[config.mk]
export PLATFORM = sky130hd
export DESIGN_NAME = dmem_ctrl
export DESIGN_NICKNAME = d
export VERILOG_FILES = /design/src/rtl/dmem_ctrl.sv
export SDC_FILE = /design/constraint.sdc
export NUM_CORES = 1
export LEC_CHECK = 0
export CAP_MARGIN = 0
export CORE_MARGIN = 3
export CORE_UTILIZATION = 37
export CTS_CLUSTER_DIAMETER = 30
export DETAILED_ROUTE_END_ITERATION = 10
export PLACE_DENSITY = 0.82
export SYNTH_ARGS = -nofsm -noshare
export SYNTH_HDL_FRONTEND = slang
export SYNTH_SLANG_ARGS = --single-unit
[constraint.sdc]
create_clock -name clk -period 1.2 [get_ports clk]
set_input_delay 0.3 -clock clk [delete_from_list [all_inputs] [get_ports clk]]
set_output_delay 0.3 -clock clk [all_outputs]
set_load 0.03 [all_outputs]
[src/rtl/dmem_ctrl.sv]
// dmem_ctrl: memory-stage access controller for the 16-bit pipeline.
// Turns each EX/MEM load/store into a req/ready data-cache transaction,
// stalls the upstream pipeline registers until it completes, latches load
// data for MEM/WB and sequences processor halt.
// Optional feature macro: DMEM_TIMEOUT_EN -- abandons an access after
// TIMEOUT BUSY cycles without dc_ready and raises the sticky mem_err flag.
module dmem_ctrl #(
  parameter int unsigned TIMEOUT = 15
) (
  input  logic        clk,
  input  logic        rst,
  input  logic        mem_read,
  input  logic        mem_write,
  input  logic [15:0] addr,
  input  logic [15:0] wdata,
  input  logic        halt_in,
  output logic        dc_req,
  output logic        dc_we,
  output logic [15:0] dc_addr,
  output logic [15:0] dc_wdata,
  input  logic [15:0] dc_rdata,
  input  logic        dc_ready,
  output logic        stall,
  output logic [15:0] rdata,
  output logic        rdata_valid,
  output logic        halted
`ifdef DMEM_TIMEOUT_EN
  ,
  output logic        mem_err
`endif
);

  typedef enum logic [1:0] {
    IDLE = 2'd0,
    BUSY = 2'd1,
    DONE = 2'd2,
    HALT = 2'd3
  } state_t;

  state_t state;
  state_t next_state;
  logic   start;     // IDLE accepts a load/store this cycle
  logic   complete;  // cache finished the access this cycle

  // TIMEOUT is a cycle count held in an 8-bit saturating counter.
  if (TIMEOUT < 1 || TIMEOUT > 255) begin : g_bad_timeout
    $error("dmem_ctrl: TIMEOUT must be in 1..255");
  end

`ifdef DMEM_TIMEOUT_EN
  logic [7:0] cnt;
  logic       timeout_hit;
  logic       timed_out;

  // The counter reaches TIMEOUT at the end of this BUSY cycle.
  assign timeout_hit = (cnt >= 8'(TIMEOUT - 1));
`endif

  // Next-state decode; halt_in beats a same-cycle mem op, dc_ready beats timeout.
  always_comb begin
    // NOTE: every signal driven here gets a default first so no path can
    // leave it unassigned and infer a latch.
    next_state = state;
    start      = 1'b0;
    complete   = 1'b0;
`ifdef DMEM_TIMEOUT_EN
    timed_out  = 1'b0;
`endif
    case (state)
      IDLE: begin
        if (halt_in) begin
          next_state = HALT;
        end else if (mem_read || mem_write) begin
          next_state = BUSY;
          start      = 1'b1;
        end
      end
      BUSY: begin
        if (dc_ready) begin
          next_state = DONE;
          complete   = 1'b1;
        end
`ifdef DMEM_TIMEOUT_EN
        else if (timeout_hit) begin
          next_state = DONE;
          timed_out  = 1'b1;
        end
`endif
      end
      DONE:    next_state = IDLE;
      HALT:    next_state = HALT;
      default: next_state = IDLE;
    endcase
  end

  // Stall is the only combinational output: it must hold EX/MEM in the
  // same cycle the op is first seen.
  assign stall = ((state == IDLE) && !halt_in && (mem_read || mem_write)) ||
                 (state == BUSY) || (state == HALT);

  // State register.
  always_ff @(posedge clk) begin
    // NOTE: sequential state uses non-blocking assignments so every flop
    // samples pre-edge values regardless of block ordering.
    if (rst) state <= IDLE;
    else     state <= next_state;
  end

  // Cache request flop and the operation latched when the access is accepted.
  always_ff @(posedge clk) begin
    if (rst) begin
      dc_req   <= 1'b0;
      dc_we    <= 1'b0;
      dc_addr  <= 16'h0000;
      dc_wdata <= 16'h0000;
    end else begin
      dc_req <= (next_state == BUSY);
      if (start) begin
        dc_we    <= mem_write;  // write wins when both are set
        dc_addr  <= addr;
        dc_wdata <= wdata;
      end
    end
  end

  // Load data capture; rdata holds across stores and abandoned accesses.
  always_ff @(posedge clk) begin
    if (rst) begin
      rdata       <= 16'h0000;
      rdata_valid <= 1'b0;
    end else begin
      rdata_valid <= complete && !dc_we;
      if (complete && !dc_we) rdata <= dc_rdata;
    end
  end

  // Halt indicator, decoded from the state we are entering.
  always_ff @(posedge clk) begin
    if (rst) halted <= 1'b0;
    else     halted <= (next_state == HALT);
  end

`ifdef DMEM_TIMEOUT_EN
  // BUSY cycle counter: cleared on accept, saturates at 255.
  always_ff @(posedge clk) begin
    if (rst || start)                        cnt <= 8'd0;
    else if (state == BUSY && cnt != 8'hFF)  cnt <= cnt + 8'd1;
  end

  // Sticky timeout flag, cleared only by reset.
  always_ff @(posedge clk) begin
    if (rst)            mem_err <= 1'b0;
    else if (timed_out) mem_err <= 1'b1;
  end
`endif

endmodule

**Word-level counts from Yosys, hierarchy flattened**

Cells that the tools add are included.

- $add $sub $neg: 0
- Multiply operators: 0
- Divide/modulo/power cells: 0
- Order comparisons: 0
- Equality and inequality tests: 5
- Shifts and indexed selects: 0
- Muxes and demuxes: 9
- Bitwise logic cells: 0
- Reduce and logical (&&, ||, !) cells: 9

Operators by type and width:

| kind | number |
|---|---|
| $pmux W2 S4 | 1 |
| $eq A2 B2 Y1 const B | 3 |
| $mux W2 | 3 |
| $mux W1 | 5 |
| $eq A2 B1 Y1 const B | 2 |
| $logic_and A1 B1 Y1 | 3 |
| $logic_or A1 B1 Y1 | 3 |
| $logic_not A1 Y1 | 2 |
| $logic_not A2 Y1 | 1 |

- Flip-flop bits (word level): 54
- Bits in latches: 0
- Bits in writable memories: 0
- Bits in read-only memories: 0
- Bits of input ports: 54
- Output and inout port bits: 53
- Word-level logic and storage cells: 31
- Memories: 0

**Longest topological paths before layout**

- Word-level depth: 5
- Mapped depth: 6
- Gate-level depth less buffers: 3

**Least setup slack after synthesis**

OpenSTA, ideal clock, no wires.

- Path type: reg2out
- Start: register state[1]
- End: output port stall
- Data arrival time: 1.128 ns
- Required time: 0.900 ns
- Setup slack: -0.228 ns
- Cell stages (with the launch flop): 5
- Path buffers: 1
- Cells stage by stage: dfxtp_1 > nor3_2 > and2b_1 > buf_6 > or2_2

- Word-level cells in the longest chain between the ends: 5
- Elaborated cells on any way between the ends: 7
- Classes of those cells: eq/ne (2); reduce/logical (5)

RTL lines:

| element | RTL line | RTL |
|---|---|---|
| start, declared | 40 | `state_t state;` |
| start signal, assigned | 106 | `else state <= next_state;` |
| $logic_not A2 Y1 | 98 | `assign stall = ((state == IDLE) && !halt_in && (mem_read \|\| mem_write)) \|\|` |
| $logic_and A1 B1 Y1 (2 in series) | 98 |  |
| $logic_or A1 B1 Y1 | 98 |  |
| $logic_or A1 B1 Y1 * | 99 | `(state == BUSY) \|\| (state == HALT);` |
| end, declared | 23 | `output logic stall,` |

Mark *: on every way between the ends. The rest lies on a longest branch, timed or not.

**Worst setup path after layout**

- Start: input port mem_read
- End: output port stall

- Word-level cells in the longest chain between the ends: 4

RTL lines:

| element | RTL line | RTL |
|---|---|---|
| start, declared | 12 | `input logic mem_read,` |
| $logic_or A1 B1 Y1 | 98 |  |
| $logic_and A1 B1 Y1 | 98 |  |
| $logic_or A1 B1 Y1 | 98 |  |
| $logic_or A1 B1 Y1 | 99 |  |

No other way between the ends.

==> flow_metrics.env <==
export IMPL_start_util=0.3847
export IMPL_cp_start_kind="input port"
export IMPL_syn_num_nets=293
export IMPL_required_ns=0.90
export IMPL_wirelength_met1_microns=2451
export IMPL_fp_row_count=28
export IMPL_die_h_microns=84.69
export IMPL_cts_sinks=54
export IMPL_fin_util=0.6326
export IMPL_h_tree_depth=2
export IMPL_slowest_stage="dlygate4sd2_1"
export IMPL_clockBufferDepth=2
export IMPL_p_sw_mw=1.243
export IMPL_cpLargestDelayFamily="simple AND/OR/NAND/NOR gates"
export IMPL_dr_wl_met2_microns=2871
export IMPL_synth_seq_cells=54
export IMPL_final_cell_area_sq_um=3767
export IMPL_drv_slew=0
export IMPL_netlist_area_sq_um=2291
export IMPL_final_cell_mix="nand2b_1, buf_4, dfxtp_1"
export IMPL_hold_path_cell_count=3
export IMPL_final_cells=431
export IMPL_final_common_cell="nand2b_1"
export IMPL_drive_gt1_frac=0.3427
export IMPL_drtIter0Drc=42
export IMPL_crit_chain="dlygate4sd2_1 -> nor2_2 -> and2b_2 -> or2_4 -> buf_6"
export IMPL_syn_area_per_cell_sq_um=9.586
export IMPL_grt_pass1_wl_microns=9308
export IMPL_die_w_microns=84.69
export IMPL_top_layer_used="met4"
export IMPL_holdWs_ns=0.4237
export IMPL_skew_ns=0.008522
export IMPL_place_inst=414
export IMPL_cts_tree="yes"
export IMPL_die_area_sq_um=7172
export IMPL_ir_drop_v=0.0005942
export IMPL_power_frac_seq=0.464
export IMPL_fin_crit_ns=1.590
export IMPL_synth_cell_types=24
export IMPL_fmax_mhz=628.9
export IMPL_hp_class="input port to flip-flop"
export IMPL_hold_viol=0
export IMPL_critical_path_buf_inv_count=2
export IMPL_gp_congestion=0.8494
export IMPL_core_area_sq_um=5956
export IMPL_violations="negative setup slack"
export IMPL_power_density_nw_per_um2=1137
export IMPL_pin_count=107
export IMPL_grt_pass1_vias=2012
export IMPL_ys_warn_count=0
export IMPL_antenna_cells=0
export IMPL_worst_pin_slew_ns=0.2047
export IMPL_clk_pin_slew_ns=0.09
export IMPL_wl_met3_microns=640
export IMPL_firstDrtPassIters=4
export IMPL_power_leakage_nw=1.594
export IMPL_critPathKind="input port to output port"
export IMPL_power_frac_comb=0.304
export IMPL_finalSetupViolations=49
export IMPL_place_area_sq_um=3317
export IMPL_antenna_found_initial=0
export IMPL_insertion_delay_ns=0.30
export IMPL_drtAntennaViolNets=0
export IMPL_cts_made_buffers=5
export IMPL_area_growth_pct=64.45
export IMPL_rsz0062_at_grt="true"
export IMPL_crit_arrival_ns=1.29
export IMPL_ys_seq_area_frac=0.4719
export IMPL_p_clk_frac=0.232
export IMPL_status="finished, violations left"
export IMPL_rrSetupSlack_ns=-0.26
export IMPL_viasPerCell=4.708
export IMPL_p_int_mw=3.039
export IMPL_layout_setup_ws_ns=-0.3902
export IMPL_grtUsageTotal=0.1593
export IMPL_wirelength_microns=6003
export IMPL_netSwitchingFraction=0.2902
export IMPL_cp_depth=5
export IMPL_r2r_cells=6
export IMPL_grt_overflow=0
export IMPL_cp_max_fo=2
export IMPL_max_slew_margin=0.8624
export IMPL_worstSetupEndpointType="output port"
export IMPL_route_vias_total=2029
export IMPL_max_stage_delay_ns=0.25
export IMPL_grt_max_degree=53
export IMPL_drc=0
export IMPL_port_buffers=106
export IMPL_root_buffer="clkbuf_8"
export IMPL_cap_viol_max_count=0
export IMPL_synth_cells=239
export IMPL_dp_hpwl_microns=3865
export IMPL_wire_per_inst_microns=13.93
export IMPL_nets=411
export IMPL_period_share=1.325
==> metal layers <==
layer | up-vias | global-route usage
li1 | 1004 | -
met1 | 938 | 0.1842
met2 | 83 | 0.2712
met3 | 4 | 0.06869
met4 | 0 | 0.03885
met5 | - | 0
==> cells in the mapped netlist (all sizes together) <==
| master | number | area share |
|---|---|---|
| dfxtp | 54 | 0.47 |
| or2 | 1 | 0.0027 |
| a21oi | 20 | 0.044 |
| nor3 | 2 | 0.0066 |
| mux2i | 32 | 0.14 |
| and2b | 1 | 0.0033 |
| o21ai | 2 | 0.0044 |
| o31ai | 1 | 0.0033 |
| and4bb | 1 | 0.0055 |
| a21bo | 1 | 0.0044 |
| o31a | 1 | 0.0044 |
| buf | 11 | 0.051 |
| nand2b | 64 | 0.17 |
| inv | 1 | 0.0016 |
| nor2 | 3 | 0.0049 |
| nand2 | 35 | 0.057 |
| or2b | 1 | 0.0033 |
| nand4bb | 1 | 0.0049 |
| clkbuf | 7 | 0.012 |
==> state kept, by name, indices dropped and copies added (netlist names) <==
name         cells
rdata           16
dc_addr         16
halted           1
dc_wdata        16
rdata_valid      1
state            2
dc_we            1
dc_req           1
==> cell families (layout without fill, tap and decap cells) <==
family | after synthesis | count (layout) | synth area share
buffers and inverters | 19 | 136 | 0.06499
multiplexers | 32 | 32 | 0.1398
AO/OA/AOI/OAI | 25 | 25 | 0.06008
AND/OR/NAND/NOR | 109 | 109 | 0.2632
flip-flops | 54 | 54 | 0.4719
==> per-stage QoR <==
step / setup TNS [ns] / worst slack, ns / total power [mW]
2_1_floorplan: -0.1388 / -0.1388 / 2.660
3_3_place_gp: -23.97 / -0.6134 / 3.082
3_5_place_dp: -25.91 / -0.6477 / 3.097
4_1_cts: -6.363 / -0.3719 / 4.253
5_1_grt: -12.68 / -0.4221 / 4.479
6_report: -9.248 / -0.3902 / 4.282
==> worst register-to-register path, delay by kind of cell (launching register included) <==
family / cells / cell delay (ns)
simple gates: 2 / 0.38
mux: 1 / 0.21
flops: 1 / 0.34
buf+inv: 3 / 0.46
==> power by group through the flow <==
stage	clock (mW)	sequential, mW	combinational, mW
after floorplan	0	2.25	0.413
after global placement	0	2.02	1.06
after detailed placement	0	2.03	1.07
after CTS	1.04	1.99	1.23
after global routing	1.10	2.00	1.38
final	0.994	1.99	1.30
==> area by class of cell <==
type | count | area (sq um)
Clock buffer | 6 | 82.58
Tap cell | 75 | 93.84
Sequential cell | 54 | 1087
Multi-Input combinational cell | 166 | 1234
Timing Repair Buffer | 129 | 1266
Inverter | 1 | 3.754
Fill cell | 494 | 2188
==> repair_timing <==
item                       CTS  global route
pin swaps                    4            20
hold buffers                 0             0
gates resized for setup     14            45
setup endpoints to repair   37            49
setup buffers                7             1
cloned                       3             1
==> final timing paths <==
| kind | from | end |
|---|---|---|
| setup / recovery | mem_read | stall |
| hold reg to reg | rdata[6] | rdata[6] |
| setup reg to reg | state[0] | dc_wdata[1] |
| hold / removal | rst | rdata[0] |
No activity file was read; power rests on OpenSTA's default activity.
